### config.mk
export PLATFORM = sky130hd
export DESIGN_NAME = mem_port_arbiter
export DESIGN_NICKNAME = d
export VERILOG_FILES = /design/src/rtl/mem_port_arbiter_pkg.sv /design/src/rtl/mem_port_arbiter.sv
export SDC_FILE = /design/constraint.sdc
export NUM_CORES = 1
export LEC_CHECK = 0
export CAP_MARGIN = 20
export CORE_AREA = 2 2 191 193
export DETAILED_ROUTE_END_ITERATION = 8
export DIE_AREA = 0 0 193 195
export PLACE_DENSITY = 0.65
export SYNTH_ARGS = -nofsm -noshare
export SYNTH_HDL_FRONTEND = slang
export SYNTH_SLANG_ARGS = --single-unit
### constraint.sdc
create_clock -name clk -period 4.7 [get_ports clk]
set_input_delay 0.47 -clock clk [delete_from_list [all_inputs] [get_ports clk]]
set_output_delay 0.47 -clock clk [all_outputs]
set_load 0.05 [all_outputs]
### src/rtl/mem_port_arbiter_pkg.sv
// mem_port_arbiter_pkg: shared state encoding, grant codes and default widths for the memory port arbiter.
package mem_port_arbiter_pkg;
    localparam int ADDR_W_DEF  = 64;
    localparam int DATA_W_DEF  = 64;
    localparam int INSTR_W_DEF = 32;

    typedef enum logic [1:0] {
        IDLE,
        IF_WAIT,
        D_WAIT,
        RESP
    } arb_state_t;

    localparam logic [1:0] GNT_NONE = 2'b00;
    localparam logic [1:0] GNT_IF   = 2'b01;
    localparam logic [1:0] GNT_D    = 2'b10;
endpackage

### src/rtl/mem_port_arbiter.sv
// mem_port_arbiter: shares one memory port between IF fetches and MEM-stage loads/stores, with pipeline stall generation.
module mem_port_arbiter
    import mem_port_arbiter_pkg::*;
#(
    parameter int ADDR_W  = ADDR_W_DEF,
    parameter int DATA_W  = DATA_W_DEF,
    parameter int INSTR_W = INSTR_W_DEF
) (
    input  logic               clk,
    input  logic               rst_n,
    input  logic               i_if_req,
    input  logic [ADDR_W-1:0]  i_if_addr,
    input  logic               i_if_flush,
    output logic [INSTR_W-1:0] o_if_instr,
    output logic               o_if_valid,
    input  logic               i_d_req,
    input  logic               i_d_we,
    input  logic [ADDR_W-1:0]  i_d_addr,
    input  logic [DATA_W-1:0]  i_d_wdata,
    output logic [DATA_W-1:0]  o_d_rdata,
    output logic               o_d_valid,
    output logic               o_stall_if,
    output logic               o_stall_mem,
    output logic               o_mem_req,
    output logic               o_mem_we,
    output logic [ADDR_W-1:0]  o_mem_addr,
    output logic [DATA_W-1:0]  o_mem_wdata,
    input  logic [DATA_W-1:0]  i_mem_rdata,
    input  logic               i_mem_ready,
    output logic [1:0]         o_grant
);
    arb_state_t         r_state;
    arb_state_t         w_next;
    logic               r_last_d;
    logic [1:0]         r_grant;
    logic [ADDR_W-1:0]  r_addr;
    logic               r_we;
    logic [DATA_W-1:0]  r_wdata;
    logic               r_mem_req;
    logic               r_if_valid;
    logic               r_d_valid;
    logic [INSTR_W-1:0] r_if_instr;
    logic [DATA_W-1:0]  r_d_rdata;
    logic               r_flush;
    logic               w_any_req;
    logic               w_pick_d;
    logic               w_grant;
    logic               w_wait;
    logic               w_done;

    // Data wins a tie unless it won the previous grant, so fetches cannot starve.
    assign w_any_req = i_if_req | i_d_req;
    assign w_pick_d  = i_d_req & (~i_if_req | ~r_last_d);
    assign w_grant   = (r_state == IDLE) & w_any_req;
    assign w_wait    = (r_state == IF_WAIT) | (r_state == D_WAIT);
    assign w_done    = w_wait & i_mem_ready;

    always_comb begin
        w_next = r_state;
        unique case (r_state)
            IDLE:    w_next = w_any_req ? (w_pick_d ? D_WAIT : IF_WAIT) : IDLE;
            IF_WAIT: w_next = i_mem_ready ? RESP : IF_WAIT;
            D_WAIT:  w_next = i_mem_ready ? RESP : D_WAIT;
            RESP:    w_next = IDLE;
        endcase
    end

    always_ff @(posedge clk or negedge rst_n) begin
        if (!rst_n)
            r_state <= IDLE;
        else
            r_state <= w_next;
    end

    always_ff @(posedge clk or negedge rst_n) begin
        if (!rst_n) begin
            r_last_d   <= 1'b0;
            r_grant    <= GNT_NONE;
            r_addr     <= '0;
            r_we       <= 1'b0;
            r_wdata    <= '0;
            r_mem_req  <= 1'b0;
            r_if_valid <= 1'b0;
            r_d_valid  <= 1'b0;
            r_if_instr <= '0;
            r_d_rdata  <= '0;
            r_flush    <= 1'b0;
        end else begin
            r_if_valid <= 1'b0;
            r_d_valid  <= 1'b0;
            if (w_grant) begin
                r_last_d  <= w_pick_d;
                r_grant   <= w_pick_d ? GNT_D : GNT_IF;
                r_addr    <= w_pick_d ? i_d_addr : i_if_addr;
                r_we      <= w_pick_d & i_d_we;
                r_wdata   <= w_pick_d ? i_d_wdata : '0;
                r_mem_req <= 1'b1;
            end
            if (w_done) begin
                r_mem_req <= 1'b0;
                r_we      <= 1'b0;
                if (r_state == IF_WAIT) begin
                    r_if_instr <= i_mem_rdata[INSTR_W-1:0];
                    r_if_valid <= ~(r_flush | i_if_flush);
                end else begin
                    r_d_rdata <= r_we ? '0 : i_mem_rdata;
                    r_d_valid <= 1'b1;
                end
            end
            if (r_state == RESP)
                r_grant <= GNT_NONE;
            // A flushed fetch still finishes on the bus; the flag only lives until its response slot.
            r_flush <= (r_state == RESP) ? 1'b0 : r_flush | (i_if_flush & (r_state == IF_WAIT));
        end
    end

    assign o_mem_req   = r_mem_req;
    assign o_mem_we    = r_we;
    assign o_mem_addr  = r_addr;
    assign o_mem_wdata = r_wdata;
    assign o_grant     = r_grant;
    assign o_if_instr  = r_if_instr;
    assign o_d_rdata   = r_d_rdata;
    assign o_if_valid  = r_if_valid & ~i_if_flush;
    assign o_d_valid   = r_d_valid;
    // Stalls are gated by rst_n so they drop the moment reset asserts.
    assign o_stall_mem = rst_n & i_d_req & ~o_d_valid;
    assign o_stall_if  = o_stall_mem | (rst_n & i_if_req & ~o_if_valid) | r_flush;
endmodule

==> impl_metrics.xml, run 1 <==
<?xml version="1.0" encoding="UTF-8"?>
<metrics>
  <group name="die">
    <metric name="die_area" unit="mm2">0.0376</metric>
    <metric name="initial_core_util" unit="%">26.7</metric>
    <metric name="die_width" unit="um">193</metric>
    <metric name="core-area" unit="mm2">0.0354</metric>
    <metric name="rows" unit="">69</metric>
    <metric name="io_pins" unit="">495</metric>
    <metric name="dieHeight" unit="um">195</metric>
  </group>
  <group name="yosys">
    <metric name="synth.cell_area" unit="mm2">0.00946</metric>
    <metric name="per_instance_average_area_after_synthesis" unit="um2">10.7</metric>
    <metric name="yosysSeqAreaShare" unit="%">61.9</metric>
    <metric name="syn_nets" unit="">1151</metric>
    <metric name="netlist.top_cell.by_area" unit="">dfrtp_1</metric>
    <metric name="ys_top_cells_by_area" unit="">dfrtp_1 62%, a21oi_1 6.9%, a22o_1 5.9%</metric>
    <metric name="synth_warnings" unit="">0</metric>
    <metric name="post-synth-top-area-fraction" unit="%">61.9</metric>
    <metric name="number_of_enable_flip_flop_cells_after_synthesis" unit="">0</metric>
    <metric name="synth_common_cells" unit="">234 x dfrtp_1, 132 x nand2_1, 131 x a21oi_1, 70 x nor2_1</metric>
    <metric name="synth_ff_type" unit="">dfrtp_1</metric>
    <metric name="synth_cell_type_count" unit="">28</metric>
    <metric name="synth_cells" unit="">883</metric>
    <metric name="yosys.cell_count.top_type" unit="">dfrtp_1</metric>
    <metric name="synth-seq-cells" unit="">234</metric>
    <metric name="async_reset_ff_share" unit="%">100</metric>
  </group>
  <group name="final_layout">
    <metric name="fillerInstances" unit="">3374</metric>
    <metric name="final_area" unit="mm2">0.0157</metric>
    <metric name="layout-drive-gt1-share" unit="%">6.49</metric>
    <metric name="design.final.nets" unit="">1624</metric>
    <metric name="synthToLayoutAreaGrowth" unit="%">65.7</metric>
  </group>
  <group name="detailed_routing">
    <metric name="met1_length" unit="um">13400</metric>
    <metric name="route.met3.wl" unit="um">3980</metric>
    <metric name="drt_iter0_drc" unit="">318</metric>
    <metric name="first_pass_iters" unit="">5</metric>
    <metric name="avgRoutedWirePerCell" unit="um">19.0</metric>
    <metric name="highest_routing_layer_actually_used" unit="">met5</metric>
    <metric name="route.detailed.drc" unit="">0</metric>
    <metric name="finalWirelength" unit="um">34900</metric>
    <metric name="dr_wl_met2" unit="um">16800</metric>
    <metric name="routed_via_density" unit="">4.59</metric>
    <metric name="antenna_left" unit="">0</metric>
    <metric name="vias" unit="">8425</metric>
  </group>
  <group name="timing">
    <metric name="fin_setup_tns" unit="ps">0</metric>
    <metric name="post-route-worst-setup-slack" unit="ps">1480</metric>
    <metric name="fin_crit" unit="ps">3220</metric>
    <metric name="fin_worst_skew" unit="ps">15.2</metric>
    <metric name="setup_repair_after_global_routing_missed_its_margin" unit="">no</metric>
    <metric name="max_slew_margin" unit="%">29.8</metric>
    <metric name="worstMarginPinSlew" unit="ps">1050</metric>
    <metric name="post-route-period-util" unit="%">68.5</metric>
    <metric name="finalSetupViolations" unit="">0</metric>
    <metric name="max_freq" unit="MHz">311</metric>
    <metric name="final_max_slew_viol_count" unit="">0</metric>
    <metric name="final.hold.worst_slack" unit="ps">464</metric>
    <metric name="final_hold_viol_count" unit="">0</metric>
  </group>
  <group name="flow_run">
    <metric name="timing.max_cap.violations" unit="">0</metric>
  </group>
  <group name="outcome">
    <metric name="outcome" unit="">complete, no violations</metric>
  </group>
  <group name="clock_network">
    <metric name="clock_sinks" unit="">234</metric>
    <metric name="cts_setup_buffers" unit="">0</metric>
    <metric name="insertion_delay" unit="ps">550</metric>
    <metric name="cts_root_buffer" unit="">clkbuf_16</metric>
    <metric name="post_cts_resize_count" unit="">0</metric>
    <metric name="clock_tree_buf_depth" unit="">3</metric>
    <metric name="clk_pin_slew_worst_paths" unit="ps">60</metric>
    <metric name="cts_tree" unit="">done</metric>
    <metric name="cts-buffers-inserted" unit="">27</metric>
    <metric name="postCtsHoldBufs" unit="">1</metric>
    <metric name="cts_max_level" unit="">1</metric>
  </group>
  <group name="setup_path">
    <metric name="crit_path_max_fanout" unit="">87</metric>
    <metric name="setup_crit_path_kind" unit="">in -&gt; out</metric>
    <metric name="cp_slowest_stage_delay" unit="ps">810</metric>
    <metric name="critical-path-top-delay-family" unit="">buffers and inverters</metric>
    <metric name="critical_path_arrival" unit="ps">2750</metric>
    <metric name="critical_path.endpoint_type" unit="">output pin</metric>
    <metric name="worst-endpoint-required" unit="ps">4230</metric>
    <metric name="setup.worst_path.start_class" unit="">primary input</metric>
    <metric name="path_cells" unit="">dlygate4sd3_1 -&gt; buf_8 -&gt; nand2_1 -&gt; nor2_1 -&gt; or3_1 -&gt; clkdlybuf4s50_1</metric>
    <metric name="worst-path-buf-inv" unit="">3</metric>
    <metric name="slowest_stage" unit="">clkdlybuf4s50_1</metric>
  </group>
  <group name="global_route">
    <metric name="antenna_found_initial" unit="">7</metric>
    <metric name="grt_remaining_overflow" unit="">0</metric>
    <metric name="grt.total_usage" unit="%">17.7</metric>
    <metric name="largest_net_degree_at_the_start_of_global_routing" unit="">130</metric>
    <metric name="grt_first_pass_wirelength" unit="um">51500</metric>
    <metric name="grt_pass1_vias" unit="">8595</metric>
  </group>
  <group name="power_and_ir_drop">
    <metric name="logic_pwr_share" unit="%">58.1</metric>
    <metric name="power.clock.fraction" unit="%">15.3</metric>
    <metric name="pwr_density_cell" unit="mW/mm2">831</metric>
    <metric name="proportion_of_total_power_due_to_net_switching" unit="%">48.9</metric>
    <metric name="p_switching" unit="W">0.00637</metric>
    <metric name="part_of_the_total_power_dissipated_in_sequential_elements" unit="%">26.6</metric>
    <metric name="power_leakage" unit="nW">6.72</metric>
    <metric name="power.internal" unit="W">0.00666</metric>
    <metric name="irDropWorstVdd" unit="V">0.000575</metric>
  </group>
  <group name="placement">
    <metric name="post_dp_cell_area" unit="mm2">0.0148</metric>
    <metric name="post-dp-hpwl" unit="um">24900</metric>
    <metric name="placement.setup.worst_slack" unit="ps">1890</metric>
    <metric name="port-buffer-count" unit="">494</metric>
    <metric name="rd_place_congestion" unit="">0.804</metric>
  </group>
  <group name="worst_hold_path">
    <metric name="min-delay-path-class" unit="">in -&gt; reg</metric>
  </group>
</metrics>
metrics by stage:
step | cells | util (%) | power (W)
final | 1834 | 44.3 | 0.0130
after global routing | 1832 | 44.3 | 0.0137
after CTS | 1830 | 44.1 | 0.0132
after detailed placement | 1785 | 41.8 | 0.0111
after global placement | 1783 | 41.7 | 0.0110
after floorplan | 883 | - | 0.00832
path summary, 6_finish.rpt:
path	depth (start not counted)	to	slack, ps	from
worst max-delay path	6	o_stall_if	1480	rst_n
worst min-delay path	3	o_mem_addr[17]	460	i_if_addr[17]
worst max register to register	5	o_mem_wdata[35]	2350	r_state[1]
worst min register to register	2	o_d_rdata[1]	480	o_d_rdata[1]
max in group asynchronous	3	o_mem_addr[20]	2720	rst_n
min in group asynchronous	2	o_if_instr[3]	510	rst_n
logic make-up (layout without fill, tap and decap cells):
kind of cell | after synthesis | in the layout | share of synthesized area, %
compound gates | 270 | 270 | 17.1
fa+ha+maj | 5 | 5 | 0.661
buf+inv | 70 | 558 | 3.86
flops | 234 | 234 | 61.9
mux | 32 | 32 | 3.81
other cells | 0 | 2 | 0
simple gates | 272 | 272 | 12.7
placed cells by master, fill, tap and decap left out, drive strengths merged, types with 4 or more instances in the layout:
master / n
dfrtp: 234
clkinv: 4
o21ai: 66
nand2b: 64
nand2: 132
ha: 5
mux2: 32
buf: 16
nor2: 70
clkbuf: 38
clkdlybuf4s50: 493
inv: 5
a21oi: 131
a22o: 64
per-layer routing:
| layer | up-vias | track usage (%) |
|---|---|---|
| met3 | 56 | 7.10 |
| met4 | 10 | 3.93 |
| met5 | - | 0 |
| met2 | 368 | 30.1 |
| met1 | 4047 | 20.8 |
| li1 | 3944 | - |
tightest hold or removal path, cell delays in order:
cell and delay (ps):
clkdlybuf4s50_1 390, nand2_1 50, a21oi_1 50
final cells by class:
type,count,area (um2),area share (%)
flip-flops and latches,234,5860,37.3
repair buffers,510,5150,32.8
multi-input cells,579,3260,20.8
clock buffers,38,747,4.76
well taps,461,577,3.68
clock inverters,6,70.1,0.447
inverters,4,15.0,0.0957
diodes,2,5.00,0.0319
power groups by stage:
stage / clock network [W] / registers [W] / logic (W)
after floorplan: 0 / 0.00655 / 0.00176
after global placement: 0 / 0.00345 / 0.00752
after detailed placement: 0 / 0.00347 / 0.00759
after CTS: 0.00207 / 0.00347 / 0.00762
after global routing: 0.00216 / 0.00358 / 0.00798
final: 0.00199 / 0.00347 / 0.00757
state kept, by name, indices dropped and copies added (netlist names):
signal / cells
o_d_rdata: 64
o_mem_addr: 64
o_mem_wdata: 64
o_if_instr: 32
o_grant: 2
r_state: 2
o_d_valid: 1
o_mem_req: 1
o_mem_we: 1
r_flush: 1
r_if_valid: 1
r_last_d: 1
Note: power is estimated with default switching activity, not from simulation.
==> run 2, diff against run 1 <==
Settings changed: CORE_AREA 2 2 191 193 to 2 2 193 195, DIE_AREA 0 0 193 195 to 0 0 195 197, PLACE_DENSITY 0.65 to 0.64.
Clock period 4.7 ns to 3 ns, I/O delays scaled along.
==> impl_metrics.xml, run 2 (synthesis gave the netlist of run 1 again) <==
<?xml version="1.0" encoding="UTF-8"?>
<metrics>
  <group name="die">
    <metric name="initial_core_util" unit="%">26.1</metric>
    <metric name="dieHeight" unit="um">197</metric>
    <metric name="io_pins" unit="">495</metric>
    <metric name="die_area" unit="mm2">0.0384</metric>
    <metric name="rows" unit="">70</metric>
    <metric name="core-area" unit="mm2">0.0363</metric>
    <metric name="die_width" unit="um">195</metric>
  </group>
  <group name="power_and_ir_drop">
    <metric name="p_switching" unit="W">0.00991</metric>
    <metric name="part_of_the_total_power_dissipated_in_sequential_elements" unit="%">26.2</metric>
    <metric name="logic_pwr_share" unit="%">57.2</metric>
    <metric name="irDropWorstVdd" unit="V">0.000752</metric>
    <metric name="pwr_density_cell" unit="mW/mm2">1310</metric>
    <metric name="power_leakage" unit="nW">6.76</metric>
    <metric name="power.clock.fraction" unit="%">16.7</metric>
    <metric name="power.internal" unit="W">0.0107</metric>
    <metric name="proportion_of_total_power_due_to_net_switching" unit="%">48.0</metric>
  </group>
  <group name="setup_path">
    <metric name="critical_path_arrival" unit="ps">2110</metric>
    <metric name="setup_crit_path_kind" unit="">in -&gt; out</metric>
    <metric name="critical_path.reg2reg.endpoint" unit="">o_if_instr[28]</metric>
    <metric name="worst-endpoint-required" unit="ps">2700</metric>
    <metric name="crit_path_max_fanout" unit="">17</metric>
    <metric name="reg2reg_slack" unit="ps">1110</metric>
    <metric name="setup.worst_path.start_class" unit="">primary input</metric>
    <metric name="startpoint" unit="">rst_n</metric>
    <metric name="r2r_cells" unit="">5</metric>
    <metric name="path_cells" unit="">dlygate4sd3_1 -&gt; buf_8 -&gt; nand2_1 -&gt; nor2_1 -&gt; clkdlybuf4s50_1</metric>
    <metric name="cp_slowest_stage_delay" unit="ps">820</metric>
    <metric name="critical_path.endpoint_type" unit="">output pin</metric>
    <metric name="slowest_stage" unit="">clkdlybuf4s50_1</metric>
    <metric name="worstReg2RegStart" unit="">r_state[1]</metric>
  </group>
  <group name="global_route">
    <metric name="gr-max-usage-layer" unit="">met2</metric>
    <metric name="grt.met2_usage" unit="%">27.7</metric>
    <metric name="grt.total_usage" unit="%">16.8</metric>
    <metric name="grt_pass1_vias" unit="">8654</metric>
    <metric name="gr-usage-met1" unit="%">20.5</metric>
    <metric name="grtUsageMet3" unit="%">6.40</metric>
    <metric name="grt_first_pass_wirelength" unit="um">50800</metric>
    <metric name="largest_net_degree_at_the_start_of_global_routing" unit="">130</metric>
    <metric name="antenna_found_initial" unit="">3</metric>
    <metric name="grt_remaining_overflow" unit="">0</metric>
  </group>
  <group name="clock_network">
    <metric name="cts_max_level" unit="">1</metric>
    <metric name="clk_pin_slew_worst_paths" unit="ps">50</metric>
    <metric name="cts_tree" unit="">done</metric>
    <metric name="insertion_delay" unit="ps">540</metric>
    <metric name="cts_root_buffer" unit="">clkbuf_16</metric>
    <metric name="cts-buffers-inserted" unit="">27</metric>
    <metric name="clock_tree_buf_depth" unit="">3</metric>
    <metric name="clock_sinks" unit="">234</metric>
  </group>
  <group name="placement">
    <metric name="rd_place_congestion" unit="">0.818</metric>
    <metric name="post-dp-hpwl" unit="um">23600</metric>
    <metric name="port-buffer-count" unit="">494</metric>
  </group>
  <group name="timing">
    <metric name="fin_crit" unit="ps">2410</metric>
    <metric name="fin_setup_tns" unit="ps">0</metric>
    <metric name="setup_repair_after_global_routing_missed_its_margin" unit="">no</metric>
    <metric name="post-route-period-util" unit="%">80.2</metric>
    <metric name="final_hold_viol_count" unit="">0</metric>
    <metric name="fin_worst_skew" unit="ps">9.60</metric>
    <metric name="final_max_slew_viol_count" unit="">0</metric>
    <metric name="max_slew_margin" unit="%">51.2</metric>
    <metric name="final.hold.worst_slack" unit="ps">160</metric>
    <metric name="worstMarginPinSlew" unit="ps">733</metric>
    <metric name="max_freq" unit="MHz">416</metric>
    <metric name="finalSetupViolations" unit="">0</metric>
  </group>
  <group name="worst_hold_path">
    <metric name="min-delay-path-class" unit="">in -&gt; async</metric>
  </group>
  <group name="outcome">
    <metric name="outcome" unit="">complete, no violations</metric>
  </group>
  <group name="detailed_routing">
    <metric name="avgRoutedWirePerCell" unit="um">18.2</metric>
    <metric name="finalWirelength" unit="um">33500</metric>
    <metric name="routed_via_density" unit="">4.53</metric>
    <metric name="route.detailed.drc" unit="">0</metric>
    <metric name="antenna_left" unit="">0</metric>
    <metric name="vias" unit="">8364</metric>
    <metric name="drt_iter0_drc" unit="">276</metric>
    <metric name="first_pass_iters" unit="">4</metric>
  </group>
  <group name="final_layout">
    <metric name="final_common_cell" unit="">clkdlybuf4s50_1</metric>
    <metric name="synthToLayoutAreaGrowth" unit="%">67.0</metric>
    <metric name="design.final.nets" unit="">1623</metric>
    <metric name="layout_common_cells" unit="">492 x clkdlybuf4s50_1, 233 x dfrtp_1, 132 x nand2_1</metric>
    <metric name="layout-drive-gt1-share" unit="%">6.98</metric>
    <metric name="utilization" unit="%">43.6</metric>
  </group>
  <group name="flow_run">
    <metric name="timing.max_cap.violations" unit="">0</metric>
  </group>
</metrics>
## run 2: through the flow
| stage | power (W) | instance area, um2 | worst slack [ps] | std cells |
|---|---|---|---|---|
| 4_1_cts | 0.0209 | 15800 | 582 | 1843 |
| 5_1_grt | 0.0217 | 15800 | 530 | 1844 |
| 6_report | 0.0206 | 15800 | 595 | 1845 |
| 3_5_place_dp | 0.0173 | 14900 | 658 | 1793 |
| 3_3_place_gp | 0.0172 | 14900 | 678 | 1793 |
| 2_1_floorplan | 0.0130 | 9460 | 894 | 883 |
## run 2: worst max-delay path by stage
stage                     slack (ps)          end  cells past startpoint
final                            590  o_stall_mem                      5
after global routing             530  o_stall_mem                      5
after CTS                        580  o_stall_mem                      5
after detailed placement         660  o_stall_mem                      4
after global placement           680  o_stall_mem                      4
after floorplan                  890   o_stall_if                      2
## run 2: what timing repair did
action	CTS	global route
resized for setup	0	0
hold buffers	1	0
endpoints found under the hold margin	43	0
buffers inserted	0	0
## run 2: power groups by stage
| stage | combinational (W) | sequential, W | clock [W] |
|---|---|---|---|
| global placement | 0.0118 | 0.00539 | 0 |
| finish | 0.0118 | 0.00541 | 0.00344 |
| global route | 0.0124 | 0.00559 | 0.00369 |
| detailed placement | 0.0119 | 0.00544 | 0 |
| floorplan | 0.00276 | 0.0103 | 0 |
| CTS | 0.0119 | 0.00542 | 0.00355 |
## run 2: critical path: cells and delay by family
family	cells	cell delay [ps]
buf+inv	3	1570
simple gates	2	220
## run 2: area by class of cell
type	instances	area [um2]
Clock inverter	10	159
Timing Repair Buffer	509	5150
Tap cell	468	586
Multi-Input combinational cell	579	3260
Fill cell	3431	20500
Antenna cell	2	5.00
Inverter	4	15.0
Clock buffer	39	771
Sequential cell	234	5860
## run 2: routing by layer
metal / wire, um / part of all wire [%] / up-vias
met1: 13600 / 41 / 4005
met5: 19 / 0.057 / -
met4: 855 / 2.6 / 2
li1: - / - / 3950
met2: 15800 / 47 / 355
met3: 3240 / 9.7 / 52
